<file path="config.mk">
export PLATFORM = sky130hd
export DESIGN_NAME = bcd_seg_scan_display_flat
export DESIGN_NICKNAME = d
export VERILOG_FILES = /design/src/rtl/bcd_seg_scan_display_pkg.sv /design/src/rtl/bcd_seg_scan_display_if.sv /design/src/rtl/bcd_seg_scan_display_bcd_to_7seg.sv /design/src/rtl/bcd_seg_scan_display.sv /design/src/flat_wrapper.sv
export SDC_FILE = /design/constraint.sdc
export NUM_CORES = 1
export LEC_CHECK = 0
export CORE_MARGIN = 3
export CORE_UTILIZATION = 59
export DETAILED_ROUTE_END_ITERATION = 10
export GPL_TIMING_DRIVEN = 0
export PLACE_DENSITY = 0.82
export REMOVE_ABC_BUFFERS = 1
export SLEW_MARGIN = 10
export SYNTH_ARGS = -nofsm -noshare
export SYNTH_HDL_FRONTEND = slang
export SYNTH_HIERARCHICAL = 1
export SYNTH_SLANG_ARGS = --single-unit
</file>
<file path="constraint.sdc">
create_clock -name clk -period 6.1 [get_ports clk]
set_input_delay 0.61 -clock clk [delete_from_list [all_inputs] [get_ports clk]]
set_output_delay 0.61 -clock clk [all_outputs]
set_load 0.03 [all_outputs]
</file>
<file path="src/rtl/bcd_seg_scan_display_pkg.sv">
// Shared types and glyph constants for the multiplexed 3-digit 7-segment display.
// Glyphs are active-high with bit 0 = segment a through bit 6 = segment g.
package seg_disp_pkg;

  localparam logic [6:0] GLYPH_0     = 7'h3F;
  localparam logic [6:0] GLYPH_1     = 7'h06;
  localparam logic [6:0] GLYPH_2     = 7'h5B;
  localparam logic [6:0] GLYPH_3     = 7'h4F;
  localparam logic [6:0] GLYPH_4     = 7'h66;
  localparam logic [6:0] GLYPH_5     = 7'h6D;
  localparam logic [6:0] GLYPH_6     = 7'h7D;
  localparam logic [6:0] GLYPH_7     = 7'h07;
  localparam logic [6:0] GLYPH_8     = 7'h7F;
  localparam logic [6:0] GLYPH_9     = 7'h6F;
  localparam logic [6:0] GLYPH_DASH  = 7'h40;
  localparam logic [6:0] GLYPH_BLANK = 7'h00;

  typedef logic [1:0] digit_idx_t;

  typedef enum logic {ST_BLANK, ST_SCAN} state_t;

  typedef struct packed {
    logic [3:0] hundreds;
    logic [3:0] tens;
    logic [3:0] ones;
  } bcd_frame_t;

endpackage

</file>
<file path="src/rtl/bcd_seg_scan_display_if.sv">
// Display bus: counter-side inputs into the scanner and the physical display outputs.
// The master drives digits/controls; the slave (scanner) drives segments, anodes and status.
interface bcd_seg_scan_display_if;
  logic       enable;
  logic [3:0] ones;
  logic [3:0] tens;
  logic [3:0] hundreds;
  logic       ovf_in;
  logic       ovf_clr;
  logic [6:0] seg;
  logic       dp;
  logic [2:0] an;
  logic       frame_strobe;
  logic       ovf_flag;

  modport master (
    output enable, ones, tens, hundreds, ovf_in, ovf_clr,
    input  seg, dp, an, frame_strobe, ovf_flag
  );

  modport slave (
    input  enable, ones, tens, hundreds, ovf_in, ovf_clr,
    output seg, dp, an, frame_strobe, ovf_flag
  );
endinterface

</file>
<file path="src/rtl/bcd_seg_scan_display_bcd_to_7seg.sv">
// Combinational BCD to active-high 7-segment glyph; non-decimal codes show a dash.
module bcd_to_7seg
  import seg_disp_pkg::*;
(
  input  logic [3:0] bcd,
  output logic [6:0] glyph
);

  always_comb begin
    glyph = GLYPH_DASH;
    case (bcd)
      4'd0: glyph = GLYPH_0;
      4'd1: glyph = GLYPH_1;
      4'd2: glyph = GLYPH_2;
      4'd3: glyph = GLYPH_3;
      4'd4: glyph = GLYPH_4;
      4'd5: glyph = GLYPH_5;
      4'd6: glyph = GLYPH_6;
      4'd7: glyph = GLYPH_7;
      4'd8: glyph = GLYPH_8;
      4'd9: glyph = GLYPH_9;
      default: glyph = GLYPH_DASH;
    endcase
  end

endmodule

</file>
<file path="src/rtl/bcd_seg_scan_display.sv">
// Frame-coherent 3-digit multiplexed 7-segment scanner with sticky overflow on the hundreds dp.
// Optional macro LEADING_ZERO_BLANK_EN blanks leading zeros on the hundreds and tens slots.
module bcd_seg_scan_display
  import seg_disp_pkg::*;
#(
  parameter int REFRESH_DIV    = 50000,
  parameter int SEG_ACTIVE_LOW = 1
) (
  input logic clk,
  input logic reset,
  bcd_seg_scan_display_if.slave bus
);

  localparam int              CNT_W     = $clog2(REFRESH_DIV);
  localparam logic [CNT_W-1:0] TICK_LAST = CNT_W'(REFRESH_DIV - 1);
  localparam logic            POL       = (SEG_ACTIVE_LOW != 0);

  logic [CNT_W-1:0] tick_cnt;
  logic             tick;
  state_t           state, next_state;
  digit_idx_t       scan_idx, next_idx;
  bcd_frame_t       snapshot, next_snap;
  logic             next_strobe;
  logic             flag, next_flag;
  logic [3:0]       cur_digit;
  logic [6:0]       glyph, glyph_vis;
  logic [6:0]       seg_ah;
  logic [2:0]       an_ah;
  logic             dp_ah;
  logic [6:0]       seg_q;
  logic [2:0]       an_q;
  logic             dp_q;
  logic             strobe_q;

  assign tick = (tick_cnt == TICK_LAST);

  always_ff @(posedge clk or posedge reset) begin
    if (reset) tick_cnt <= '0;
    else       tick_cnt <= tick ? '0 : tick_cnt + 1'b1;
  end

  // Everything shown on the display is derived from the post-update scan state,
  // so the slot change and its new pattern land on the same edge.
  always_comb begin
    next_state  = state;
    next_idx    = scan_idx;
    next_snap   = snapshot;
    next_strobe = 1'b0;
    if (tick) begin
      case (state)
        ST_BLANK: begin
          next_state  = ST_SCAN;
          next_idx    = 2'd0;
          next_snap   = '{hundreds: bus.hundreds, tens: bus.tens, ones: bus.ones};
          next_strobe = 1'b1;
        end
        default: begin
          if (scan_idx == 2'd2) begin
            next_idx    = 2'd0;
            next_snap   = '{hundreds: bus.hundreds, tens: bus.tens, ones: bus.ones};
            next_strobe = 1'b1;
          end else begin
            next_idx = scan_idx + 2'd1;
          end
        end
      endcase
    end
    next_flag = bus.ovf_in ? 1'b1 : (bus.ovf_clr ? 1'b0 : flag);
  end

  always_comb begin
    case (next_idx)
      2'd0:    cur_digit = next_snap.ones;
      2'd1:    cur_digit = next_snap.tens;
      default: cur_digit = next_snap.hundreds;
    endcase
  end

  bcd_to_7seg u_dec (
    .bcd   (cur_digit),
    .glyph (glyph)
  );

  always_comb begin
    glyph_vis = glyph;
`ifdef LEADING_ZERO_BLANK_EN
    if (next_idx == 2'd2 && next_snap.hundreds == 4'd0)
      glyph_vis = GLYPH_BLANK;
    else if (next_idx == 2'd1 && next_snap.hundreds == 4'd0 && next_snap.tens == 4'd0)
      glyph_vis = GLYPH_BLANK;
`endif
    seg_ah = GLYPH_BLANK;
    an_ah  = 3'b000;
    dp_ah  = 1'b0;
    if (next_state == ST_SCAN) begin
      seg_ah = glyph_vis;
      if (bus.enable) begin
        case (next_idx)
          2'd0:    an_ah = 3'b001;
          2'd1:    an_ah = 3'b010;
          default: an_ah = 3'b100;
        endcase
        dp_ah = (next_idx == 2'd2) && next_flag;
      end
    end
  end

  // Polarity is applied only here so all internal logic stays active-high.
  always_ff @(posedge clk or posedge reset) begin
    if (reset) begin
      state    <= ST_BLANK;
      scan_idx <= 2'd0;
      snapshot <= '0;
      flag     <= 1'b0;
      strobe_q <= 1'b0;
      seg_q    <= {7{POL}};
      an_q     <= {3{POL}};
      dp_q     <= POL;
    end else begin
      state    <= next_state;
      scan_idx <= next_idx;
      snapshot <= next_snap;
      flag     <= next_flag;
      strobe_q <= next_strobe;
      seg_q    <= seg_ah ^ {7{POL}};
      an_q     <= an_ah ^ {3{POL}};
      dp_q     <= dp_ah ^ POL;
    end
  end

  assign bus.seg          = seg_q;
  assign bus.an           = an_q;
  assign bus.dp           = dp_q;
  assign bus.frame_strobe = strobe_q;
  assign bus.ovf_flag     = flag;

endmodule

</file>
<file path="src/flat_wrapper.sv">
// flat-port wrapper written by rule: the top's interface ports become plain ports
module bcd_seg_scan_display_flat import seg_disp_pkg::*;
#(
  parameter int REFRESH_DIV    = 50000,
  parameter int SEG_ACTIVE_LOW = 1
)
  (clk, reset, bus_enable, bus_ones, bus_tens, bus_hundreds, bus_ovf_in, bus_ovf_clr, bus_seg, bus_dp, bus_an, bus_frame_strobe, bus_ovf_flag);
  bcd_seg_scan_display_if bus_i ();
  input logic clk;
  input logic reset;
  input wire logic [$bits(bus_i.enable)-1:0] bus_enable;
  input wire logic [$bits(bus_i.ones)-1:0] bus_ones;
  input wire logic [$bits(bus_i.tens)-1:0] bus_tens;
  input wire logic [$bits(bus_i.hundreds)-1:0] bus_hundreds;
  input wire logic [$bits(bus_i.ovf_in)-1:0] bus_ovf_in;
  input wire logic [$bits(bus_i.ovf_clr)-1:0] bus_ovf_clr;
  output wire logic [$bits(bus_i.seg)-1:0] bus_seg;
  output wire logic [$bits(bus_i.dp)-1:0] bus_dp;
  output wire logic [$bits(bus_i.an)-1:0] bus_an;
  output wire logic [$bits(bus_i.frame_strobe)-1:0] bus_frame_strobe;
  output wire logic [$bits(bus_i.ovf_flag)-1:0] bus_ovf_flag;
  assign bus_i.enable = bus_enable;
  assign bus_i.ones = bus_ones;
  assign bus_i.tens = bus_tens;
  assign bus_i.hundreds = bus_hundreds;
  assign bus_i.ovf_in = bus_ovf_in;
  assign bus_i.ovf_clr = bus_ovf_clr;
  assign bus_seg = bus_i.seg;
  assign bus_dp = bus_i.dp;
  assign bus_an = bus_i.an;
  assign bus_frame_strobe = bus_i.frame_strobe;
  assign bus_ovf_flag = bus_i.ovf_flag;
  bcd_seg_scan_display #(.REFRESH_DIV(REFRESH_DIV), .SEG_ACTIVE_LOW(SEG_ACTIVE_LOW)) u_core (.clk(clk), .reset(reset), .bus(bus_i));
endmodule
</file>
==> results.ini <==
[yosys]
syn_area_mm2=0.00236
ys_types=49
synth.ff_latch_count=44
yosys.area.top_type_share=0.349
syn_area_per_cell_um2=11.2
netlist_instances=211
synth-warning-count=6
synth_top_area_cell=dfrtp_1
synth-edff-count=0
ys_top_cells_by_count=33 x dfrtp_1, 19 x nand2_1, 14 x mux2_2
ys_top_cells_by_area=dfrtp_1 35%, dfstp_2 12%, mux2_2 6.7%, mux2_4 5.1%, ha_1 3.7%
ys_async_sr_fraction=1.00
seq_area_frac_synth=0.471
synth_most_common_cell=dfrtp_1
synth_ff_type=dfrtp_1

[power]
p_sw_w=0.000112
irDropWorstVdd_mv=0.138
p_comb_frac=0.084
pwr_density_cell_mw_per_mm2=191
total_power_w=0.000526
p_clk_frac=0.345
swShare=0.214
p_int_w=0.000413
pwr-share-seq=0.571
p_leak_nw=1.24

[sta]
rsz0062_at_grt=false
tightest_slew_ns=0.998
hold_violations=0
finalCritPeriodShare=0.582
fin_crit_ns=3.55
setup_viol=0
max_slew_margin=0.331
fmax_mhz=282
setup_tns_ns=0
fin_skew_ns=0.00364
drv_slew=0

[cells_and_area]
layout-drive-gt1-share=0.184
n_antenna_cell=0
nFillCells=282
finalNetCount=262
regArea_mm2=0.00111
fin_util=0.730
synthToLayoutAreaGrowth_pct=16.5
multi_input_area_mm2=0.00114

[global_routing]
grt_pass1_wl_um=7600
grt_use_met2=0.304
antenna_found_initial=0
use_met3=0.0406
grt_pass1_vias=1611
top_usage_layer=met2
grt_max_degree=32
use_met1=0.279
grtUsageTotal=0.197
overflow=0

[outcome]
outcome=finished, final reports clean

[detailed_routing]
antenna_left=0
vias=1608
via_per_inst=5.60
wire_per_inst_um=15.5
drt_iter0_markers=98
wl_um=4460
firstDrtPassIters=4
drc=0

[floorplanning]
rows=22
die_area_mm2=0.00480
chipHeight_um=69.3
core_mm2=0.00377
boundaryPins=30
start_util=0.627
die_x_um=69.3

[clocking]
post_cts_resize_count=0
cts_setup_buffers=0
cts.path.max_buffers=2
clk_latency_ns=0.29
cts-htree-levels=2
root_buffer=clkbuf_8
numCtsBuffers=5
clkSinkCount=44
hold_buffers=0
cts_tree=done
clk_pin_slew_ns=0.07

[setup_path]
worst-path-max-fanout=18
end_kind=flip-flop
cp.arrival_ns=3.76
critPathKind=flip-flop to flip-flop
start_kind=flip-flop
cp.required_ns=6.31

[job]
drv_cap=0

[placement]
io_buffers=29
dp_hpwl_um=3150
gp_congestion=0.764

[worst_hold_path]
hold_path_class=flip-flop to flip-flop

layout by cell type, fill, tap and decap left out, drive strengths merged, types with 5 or more instances in the layout:
master,Yosys,routed
dfrtp,33,33
clkdlybuf4s50,0,29
mux2,22,22
nand2,20,20
dfstp,11,11
nor2,10,10
inv,10,10
xor2,8,8
clkbuf,3,8
o21ai,7,7
ha,7,7
a21o,5,5
o22ai,5,5
nand3,5,5
cell families after synthesis:
family / Yosys count / synth area share
AO/OA/AOI/OAI: 29 / 0.0841
buffers and inverters: 20 / 0.0460
XOR/XNOR: 12 / 0.0444
multiplexers: 25 / 0.130
flip-flops: 44 / 0.471
AND/OR/NAND/NOR: 74 / 0.187
adder cells (fa/ha/maj): 7 / 0.0370
worst max-delay path: stages, from the launching register on:
cell and delay [ns]:
dfrtp_1 0.39, ha_1 0.23, and3_1 0.24, and4_1 0.66
nor2_1 0.11, a211oi_1 0.84, inv_1 0.23, ha_1 0.26
mux2_4 0.28, o22ai_1 0.15, nand2_1 0.07
layout make-up:
class                           instances  share of cell area
Tap cell                               48              0.0218
Inverter                               10              0.0136
Clock buffer                            8              0.0327
Timing Repair Buffer                   30               0.113
Sequential cell                        44               0.405
Multi-Input combinational cell        147               0.414
power groups by stage:
stage	sequential [W]	clock, W	combinational (W)
final	0.000300	0.000182	0.0000442
after global routing	0.000301	0.000201	0.0000487
after CTS	0.000300	0.000188	0.0000451
after detailed placement	0.000305	0	0.0000447
after global placement	0.000305	0	0.0000414
after floorplan	0.000305	0	0.0000249
path summary, 6_finish.rpt:
path,startpoint,endpoint,slack (ns),cells past startpoint
setup / recovery,u_core/tick_cnt[0]$_DFF_PP0_,u_core/bus.seg[0]$_DFF_PP1_,2.55,10
hold / removal,u_core/tick_cnt[0]$_DFF_PP0_,u_core/tick_cnt[0]$_DFF_PP0_,0.50,1
setup reg to reg,u_core/tick_cnt[0]$_DFF_PP0_,u_core/bus.seg[0]$_DFF_PP1_,2.55,10
hold reg to reg,u_core/tick_cnt[0]$_DFF_PP0_,u_core/tick_cnt[0]$_DFF_PP0_,0.50,1
max in group asynchronous,reset,u_core/bus.dp$_DFF_PP1_,4.99,3
min in group asynchronous,reset,u_core/snapshot[3]$_DFF_PP0_,0.59,2
state kept, by name, summed over array words and instances (netlist names):
| signal | cells |
|---|---|
| u_core/bus.ovf_flag | 1 |
| u_core/snapshot | 12 |
| u_core/bus.an | 3 |
| u_core/scan_idx | 2 |
| u_core/tick_cnt | 16 |
| u_core/state | 1 |
| u_core/bus.seg | 7 |
| u_core/bus.dp | 1 |
| u_core/bus.frame_strobe | 1 |
routing by layer:
metal  share of wire  vias to the layer above
met2            0.48                       35
met3           0.037                        5
met5               0                        -
li1                -                      798
met1            0.47                      770
met4           0.012                        0
stage by stage:
stage / hold slack (ns) / instance area, µm² / cells / worst slack, ns
after floorplan: 0.455 / 2290 / 201 / 3.28
after global placement: 0.474 / 2640 / 278 / 2.73
after detailed placement: 0.484 / 2660 / 279 / 2.62
after CTS: 0.494 / 2750 / 287 / 2.57
after global routing: 0.509 / 2750 / 287 / 2.23
final: 0.497 / 2750 / 287 / 2.55
(Power assumes the default switching activity.)
